$ cat config.mk
export PLATFORM = sky130hd
export DESIGN_NAME = uart_tx_frame
export DESIGN_NICKNAME = d
export VERILOG_FILES = /design/src/rtl/uart_tx_frame.sv
export SDC_FILE = /design/constraint.sdc
export NUM_CORES = 1
export LEC_CHECK = 0
export CORE_MARGIN = 10
export CORE_UTILIZATION = 45
export DETAILED_ROUTE_END_ITERATION = 7
export HOLD_SLACK_MARGIN = 0.12
export PLACE_DENSITY = 0.71
export SLEW_MARGIN = 20
export SYNTH_ARGS = -nofsm -noshare
export SYNTH_HDL_FRONTEND = slang
export SYNTH_SLANG_ARGS = --single-unit
export TNS_END_PERCENT = 100
$ cat constraint.sdc
create_clock -name clk -period 1.85 [get_ports clk]
set_clock_uncertainty 0.2 [all_clocks]
set_input_delay 0.37 -clock clk [delete_from_list [all_inputs] [get_ports clk]]
set_output_delay 0.37 -clock clk [all_outputs]
set_load 0.02 [all_outputs]
$ cat src/rtl/uart_tx_frame.sv
// UART transmitter: start + DATA_BITS (LSB first) + optional parity + STOP_BITS stop bits.
// Define UART_TX_FRAME_PARITY_EN to add the parity_odd port and the parity bit.
module uart_tx_frame #(
  parameter int DATA_BITS    = 8,
  parameter int CLKS_PER_BIT = 2,
  parameter int STOP_BITS    = 1
) (
  input  logic                 clk,
  input  logic                 rst_n,
  input  logic [DATA_BITS-1:0] data_in,
  input  logic                 start_sending,
`ifdef UART_TX_FRAME_PARITY_EN
  input  logic                 parity_odd,
`endif
  output logic                 data_out,
  output logic                 busy,
  output logic                 done
);

  localparam int CW = $clog2(CLKS_PER_BIT);
  localparam int BW = $clog2(DATA_BITS);
  localparam logic [CW-1:0] CLK_LAST  = CW'(CLKS_PER_BIT - 1);
  localparam logic [BW-1:0] BIT_LAST  = BW'(DATA_BITS - 1);
  localparam logic [BW-1:0] STOP_LAST = BW'(STOP_BITS - 1);

  typedef enum logic [2:0] {
    S_IDLE,
    S_START,
    S_DATA,
`ifdef UART_TX_FRAME_PARITY_EN
    S_PARITY,
`endif
    S_STOP,
    S_FINISHED
  } state_t;

  state_t                 state, state_n;
  logic [CW-1:0]          clk_cnt, clk_cnt_n;
  logic [BW-1:0]          bit_idx, bit_idx_n;   // data bit index, reused as stop-bit count
  logic [DATA_BITS-1:0]   data_q, data_n;
`ifdef UART_TX_FRAME_PARITY_EN
  logic                   par_q, par_n;
`endif
  logic                   last_clk;

  always_ff @(posedge clk or negedge rst_n) begin
    if (!rst_n) begin
      state   <= S_IDLE;
      clk_cnt <= '0;
      bit_idx <= '0;
      data_q  <= '0;
`ifdef UART_TX_FRAME_PARITY_EN
      par_q   <= 1'b0;
`endif
    end else begin
      state   <= state_n;
      clk_cnt <= clk_cnt_n;
      bit_idx <= bit_idx_n;
      data_q  <= data_n;
`ifdef UART_TX_FRAME_PARITY_EN
      par_q   <= par_n;
`endif
    end
  end

  assign last_clk = (clk_cnt == CLK_LAST);

  // Outputs decode straight from state so an async reset forces the line high at once.
  always_comb begin
    state_n   = state;
    clk_cnt_n = clk_cnt;
    bit_idx_n = bit_idx;
    data_n    = data_q;
`ifdef UART_TX_FRAME_PARITY_EN
    par_n     = par_q;
`endif
    data_out  = 1'b1;
    busy      = 1'b0;
    done      = 1'b0;

    case (state)
      S_IDLE, S_FINISHED: begin
        done = (state == S_FINISHED);
        if (start_sending) begin
          state_n   = S_START;
          data_n    = data_in;
`ifdef UART_TX_FRAME_PARITY_EN
          par_n     = parity_odd;
`endif
          clk_cnt_n = '0;
          bit_idx_n = '0;
        end else begin
          state_n = S_IDLE;
        end
      end
      S_START: begin
        data_out = 1'b0;
        busy     = 1'b1;
        if (last_clk) begin
          clk_cnt_n = '0;
          bit_idx_n = '0;
          state_n   = S_DATA;
        end else begin
          clk_cnt_n = clk_cnt + 1'b1;
        end
      end
      S_DATA: begin
        data_out = data_q[bit_idx];
        busy     = 1'b1;
        if (last_clk) begin
          clk_cnt_n = '0;
          if (bit_idx == BIT_LAST) begin
            bit_idx_n = '0;
`ifdef UART_TX_FRAME_PARITY_EN
            state_n   = S_PARITY;
`else
            state_n   = S_STOP;
`endif
          end else begin
            bit_idx_n = bit_idx + 1'b1;
          end
        end else begin
          clk_cnt_n = clk_cnt + 1'b1;
        end
      end
`ifdef UART_TX_FRAME_PARITY_EN
      S_PARITY: begin
        data_out = (^data_q) ^ par_q;
        busy     = 1'b1;
        if (last_clk) begin
          clk_cnt_n = '0;
          state_n   = S_STOP;
        end else begin
          clk_cnt_n = clk_cnt + 1'b1;
        end
      end
`endif
      S_STOP: begin
        busy = 1'b1;
        if (last_clk) begin
          clk_cnt_n = '0;
          if (bit_idx == STOP_LAST) begin
            bit_idx_n = '0;
            state_n   = S_FINISHED;
          end else begin
            bit_idx_n = bit_idx + 1'b1;
          end
        end else begin
          clk_cnt_n = clk_cnt + 1'b1;
        end
      end
      default: state_n = S_IDLE;
    endcase
  end

endmodule

==> key figures, run 1 <==
Place
  – Pre-CTS setup slack: -0.514 ns
  – DP Area: 1060 um^2
  – Number of I/O port buffers: 13
  – HPWL after DPL: 1.31 mm
  – Gp weighted congestion: 0.774
  – Post-Place Cells: 115

Floorplan
  – Die X: 62.4 um
  – Full die area: 3900 um^2
  – Top-level port count: 14
  – Core area: 1710 um^2
  – Initial core utilization: 0.474
  – Die height: 62.4 um
  – Site Rows: 15

STA
  – Fin crit share: 1.18
  – Unrepaired setup endpoints after global routing: true
  – Hold Slack: 0.176 ns
  – Final Hold Viols: 0
  – Relative slew slack: 0.828
  – Final slew viol count: 0
  – Setup WS post-layout: -0.338 ns
  – Period minus WS final: 2.19 ns
  – # setup viols final: 3
  – Setup TNS Final: -0.498 ns
  – Max Clk Rate: 457 MHz
  – Measured slew at the worst slew-check pin: 0.258 ns

Synthesis
  – Cell Area, Synth: 810 um^2
  – Count of cell types in the netlist: 28
  – Synthesis Warnings: 0
  – Top-area cell type share of the netlist area: 0.464
  – Syn Inst Count: 67
  – Yosys reg bits: 15
  – Leading area contributor after synthesis: dfrtp_1
  – Post-synthesis sequential area ratio: 0.464
  – Top post-synthesis cells by area: dfrtp_1, mux2_1, ha_1
  – Syn nets: 81
  – Synthesized area per cell: 12.1 um^2

Worst setup path
  – CP max stage delay: 0.51 ns
  – Top delay family on crit path: multiplexers
  – Reg2Reg Setup Slack: -0.12 ns
  – Crit path required time: 1.28 ns
  – Crit path arrival time: 1.62 ns
  – CP Buf/Inv Count: 1
  – Crit path cell chain: mux4_2, nor2_2, o221ai_2, buf_4
  – Slowest-stage cell, CP: mux4_2
  – CP Max Fanout: 4
  – Setup crit start kind: flip-flop
  – Crit path capture type: output port
  – Crit Path Class: reg2out

CTS
  – CTS buffer count: 3
  – Clk buf depth: 2
  – CTS Sinks: 15
  – Clk_lat worst skew: 0.29 ns
  – # hold bufs at CTS: 0
  – H-tree depth: 1
  – CTS Root Cell: clkbuf_4
  – TritonCTS clock tree: built
  – CTS clock-pin slew for the worst setup and hold paths: 0.10 ns

Detailed routing
  – Via density: 5.14
  – Final wirelength: 1.75 mm
  – DRT iter0 DRCs: 14
  – DR WL/cell: 14.6 um
  – Final ANT Viol Nets: 0
  – First-pass DRT Iterations: 5
  – # DRC: 0
  – Vias: 617

Status
  – Failing checks: setup timing
  – Status: finished, violations left

Pwr
  – Leakage power total: 0.484 nW
  – Peak VDD IR: 0.900 mV
  – Design Power: 1.81 mW
  – Pwr dens: 1650 nW/um^2

Finish
  – Fill cells: 152
  – P&R area growth vs syn: 35.9%
  – Final nets: 110
  – Most frequent cells in the layout: dfrtp_1, buf_4, clkdlybuf4s50_1, mux2_1, inv_1
  – Diode count: 0
  – Finished Layout Cells: 120
  – End-of-flow core utilization: 0.644
  – Design Area, Final: 1100 um^2
  – Layout cells sized above 1: 0.347

Global route
  – Global-route wire length before repair: 2.81 mm
  – Initial antenna violation count: 0
  – Largest net degree at the start of global routing: 16
  – GRT Resource Usage Total: 0.0867
  – Grt total ovfl: 0
  – Vias in the first global route: 616

Run
  – Total of max-cap violations: 0

Hold path
  – Worst Hold Class: in2async
-- sequential cells by signal, summed over array words and instances, names as in the netlist --
| signal | flops |
|---|---|
| clk_cnt | 1 |
| data_q | 8 |
| bit_idx | 3 |
| state | 3 |
-- power by group --
part / switching, mW / internal (mW)
clock: 0.115 / 0.0822
combinational: 0.474 / 0.541
sequential: 0.111 / 0.490
-- layer usage --
metal  wire (um)  global-route usage  vias up  share of wire
met4          13              0.0251        0         0.0074
met3          63              0.0179        2          0.036
li1            -                   -      299              -
met1         741               0.109      299           0.42
met2         931               0.145       17           0.53
met5           0                   0        -              0
-- path summary, 6_finish.rpt --
path	from	cells after the start	end
max	bit_idx[0]	4	data_out
min	rst_n	2	data_q[0]
max reg2reg	bit_idx[0]	7	state[0]
min reg2reg	data_q[3]	1	data_q[3]
max in group asynchronous	rst_n	2	bit_idx[0]
min in group clk	data_q[3]	1	data_q[3]
-- logic make-up after synthesis --
group,synth area share
simple gates,0.110
flops,0.464
compound gates,0.125
mux,0.184
buf+inv,0.0603
fa+ha+maj,0.0464
xor+xnor,0.0108
-- worst register-to-register path: cells and delay by family, from the launching register on --
kind	cells	cell delay [ns]
buf+inv	1	0.15
compound gates	3	0.56
flops	1	0.45
fa+ha+maj	2	0.36
simple gates	1	0.15
-- repair_timing --
item,in CTS,in global routing
buffers inserted,1,0
setup endpoints to repair,6,6
resized for setup,18,2
-- synth_stat cells --
master / instances
a21o_1: 2
a21oi_1: 2
a221o_1: 1
a311oi_2: 1
and2b_1: 1
buf_4: 1
buf_6: 2
dfrtp_1: 15
ha_1: 3
inv_1: 5
mux2_1: 8
mux2_2: 2
mux2i_1: 1
mux4_1: 1
nand2_1: 2
nand2b_1: 1
nand3_1: 3
nand4_1: 1
nor2_1: 3
nor2b_1: 1
nor3_1: 2
nor3b_4: 1
o2111ai_1: 1
o21ai_1: 3
o21ba_2: 1
o221ai_1: 1
o311ai_0: 1
xnor2_1: 1
-- final cells by class --
cell class / count / area [um^2] / area share
Timing Repair Buffer: 27 / 235 / 0.214
Multi-Input combinational cell: 44 / 408 / 0.371
Clock inverter: 1 / 7.51 / 0.00683
Sequential cell: 15 / 377 / 0.342
Clock buffer: 3 / 22.5 / 0.0205
Inverter: 5 / 18.8 / 0.0171
Tap cell: 25 / 31.3 / 0.0284
Note: power is estimated with default switching activity, not from simulation.
==> run 2, diff against run 1 <==
--- a/config.mk
+++ b/config.mk
@@ -5,11 +5,13 @@
 export SDC_FILE = /design/constraint.sdc
 export NUM_CORES = 1
 export LEC_CHECK = 0
+export ABC_AREA = 1
 export CORE_MARGIN = 10
-export CORE_UTILIZATION = 45
+export CORE_UTILIZATION = 53
 export DETAILED_ROUTE_END_ITERATION = 7
+export DONT_BUFFER_PORTS = 1
 export HOLD_SLACK_MARGIN = 0.12
-export PLACE_DENSITY = 0.71
+export PLACE_DENSITY = 0.76
 export SLEW_MARGIN = 20
 export SYNTH_ARGS = -nofsm -noshare
 export SYNTH_HDL_FRONTEND = slang
==> key figures, run 2 <==
STA
  – Max Clk Rate: 541 MHz
  – Hold Slack: 0.120 ns
  – Period minus WS final: 1.85 ns
  – Unrepaired setup endpoints after global routing: true
  – Measured slew at the worst slew-check pin: 0.651 ns
  – Fin crit share: 0.999
  – Relative slew slack: 0.565
  – Final slew viol count: 0
  – # setup viols final: 0
  – Final Hold Viols: 0

Detailed routing
  – First-pass DRT Iterations: 4
  – Final ANT Viol Nets: 0
  – DR WL/cell: 14.1 um
  – Met3 Wirelength: 73 um
  – DRT iter0 DRCs: 11
  – Vias: 715
  – Final wirelength: 1.95 mm
  – Max Used Layer: met4
  – Via density: 5.18
  – # DRC: 0
  – DR WL met2: 1.03 mm
  – Met1 WL: 783 um

Worst setup path
  – Critical R2R Launch: bit_idx[0]
  – CP Max Fanout: 6
  – Crit Path Class: reg2out
  – Crit path required time: 1.28 ns
  – R2r endpoint: bit_idx[0]
  – Slowest-stage cell, CP: dfrtp_2
  – Crit path capture type: output port
  – R2R cell count: 9
  – Setup crit start kind: flip-flop
  – Reg2Reg Setup Slack: 0.14 ns
  – Crit path cell chain: nor3_4, nand3_2, nand2_4
  – Crit path arrival time: 1.28 ns
  – CP max stage delay: 0.47 ns

Finish
  – Fill cells: 101
  – Commonest non-fill, non-tap cell in the layout: nand2_1
  – End-of-flow core utilization: 0.717
  – Finished Layout Cells: 138
  – Biggest regs: data_q: 8 flops, bit_idx: 3 flops, state: 3 flops
  – Max FFs per register: 8
  – Layout cells sized above 1: 0.344
  – Final nets: 137
  – Diode count: 0
  – Reg with most FFs: data_q
  – P&R area growth vs syn: 29.8%
  – Most frequent cells in the layout: nand2_1, dfrtp_1, inv_1, o21ai_2, dlygate4sd3_1
  – Design Area, Final: 1070 um^2

Floorplan
  – Top-level port count: 14
  – Initial core utilization: 0.552
  – Full die area: 3530 um^2
  – Core area: 1490 um^2
  – Die X: 59.4 um
  – Site Rows: 14
  – Die height: 59.4 um

Pwr
  – Internal power: 0.960 mW
  – Sequential power share: 0.318
  – Sw power: 0.826 mW
  – Switching Share: 0.462
  – Peak VDD IR: 0.964 mV
  – Leakage power total: 0.525 nW
  – Clock power frac: 0.109
  – Pwr dens: 1670 nW/um^2
  – Comb pwr share: 0.573

Global route
  – Grt total ovfl: 0
  – GRT Resource Usage Total: 0.109
  – Vias in the first global route: 712
  – Global-route wire length before repair: 3.00 mm
  – Initial antenna violation count: 0
  – Largest net degree at the start of global routing: 17

Synthesis
  – Syn Inst Count: 102
  – Top post-synthesis cells by area: dfrtp_1, nand2_1, o21ai_2
  – Cell Area, Synth: 822 um^2
  – FFs w/ async S/R, synth: 1.00
  – Top_reg_cell synth: dfrtp_1
  – Synthesized area per cell: 8.06 um^2
  – Post-synth top cells: nand2_1, dfrtp_1, inv_1, nand3_1, o21ai_2
  – Synthesis Warnings: 0
  – Count of cell types in the netlist: 17
  – Post-synthesis sequential area ratio: 0.457
  – Most common cell in the netlist: nand2_1
  – Leading area contributor after synthesis: dfrtp_1
  – Number of flops mapped to enable cells by yosys: 0
  – Syn nets: 116
  – Top-area cell type share of the netlist area: 0.457
  – Yosys reg bits: 15

Hold path
  – Worst Hold Class: in2reg
  – Hold depth: 3
  – Hold Startpoint: start_sending
  – Hold Path Sink: data_q[0]

Place
  – DP Area: 838 um^2
  – Number of I/O port buffers: 0
  – Gp weighted congestion: 0.849
  – HPWL after DPL: 1.27 mm
  – Post-Place Cells: 118

Run
  – Total of max-cap violations: 0

CTS
  – CTS Sinks: 15
  – H-tree depth: 1
  – Clk_lat worst skew: 0.29 ns
  – CTS buffer count: 3
  – CTS Root Cell: clkbuf_4
  – TritonCTS clock tree: built
  – CTS clock-pin slew for the worst setup and hold paths: 0.10 ns
  – Clk buf depth: 2

Status
  – Status: finished, final reports clean
[run 2: cell types whose count changed after synthesis, sizes merged, moves of 2 or more]
| cell | previous run | this run |
|---|---|---|
| nand2 | 2 | 31 |
| inv | 5 | 16 |
| mux2 | 10 | 0 |
| o21ai | 3 | 13 |
| nor2 | 3 | 10 |
| nand3 | 3 | 9 |
| a21o | 2 | 0 |
| a21oi | 2 | 0 |
| buf | 3 | 1 |
[run 2: power by group through the flow]
stage          combinational [mW]  clock, mW  sequential, mW
6_report                     1.02      0.194           0.568
5_1_grt                      1.12      0.213           0.585
4_1_cts                     0.840      0.190           0.560
3_5_place_dp                0.759          0           0.570
3_3_place_gp                0.742          0           0.566
2_1_floorplan               0.632          0           0.550
[run 2: cell families after synthesis]
logic type,count (synthesis),share of synthesized area
AND/OR/NAND/NOR,54,0.291
flip-flops,15,0.457
adder cells (fa/ha/maj),3,0.0457
AO/OA/AOI/OAI,13,0.120
buffers and inverters,17,0.0868
[run 2: through the flow]
step | power [mW] | worst slack (ns) | TNS (ns)
2_1_floorplan | 1.18 | 0.318 | 0
3_5_place_dp | 1.33 | 0.190 | 0
4_1_cts | 1.59 | 0.0175 | 0
6_report | 1.79 | 0.00123 | 0
5_1_grt | 1.92 | -0.0601 | -0.0617
3_3_place_gp | 1.31 | 0.257 | 0
[run 2: layer usage]
metal  track usage  vias up
met5             0        -
met2         0.180       17
met4        0.0787        0
met3        0.0322        6
li1              -      362
met1         0.114      330
[run 2: worst max-delay path by stage]
stage / startpoint / to / cells after the start / slack [ns]
2_1_floorplan: bit_idx[0] / data_out / 6 / 0.32
3_3_place_gp: bit_idx[0] / data_out / 6 / 0.26
3_5_place_dp: bit_idx[0] / data_out / 6 / 0.19
4_1_cts: state[0] / data_out / 4 / 0.02
5_1_grt: state[0] / data_out / 3 / -0.06
6_report: state[0] / data_out / 3 / 0.001
[run 2: worst max-delay path: cells and delay by family (launching register included)]
kind	cells	cell delay [ns]
simple gates	3	0.52
flops	1	0.47
[run 2: cell type report]
class	count	area [um^2]	area share
multi-input combinational	70	429	0.402
sequential	15	378	0.354
clock buffer	4	26.3	0.0246
tap	16	20.0	0.0188
inverter	16	60.1	0.0563
timing repair buffer	17	154	0.144
[run 2: repair_timing]
action                                  4_1_cts  5_1_grt
resized for setup                             3       15
setup buffers                                 3        4
endpoints found under the setup margin        1        2
endpoints found under the hold margin        23        0
pin swaps                                     1        4
hold buffers                                  9        0
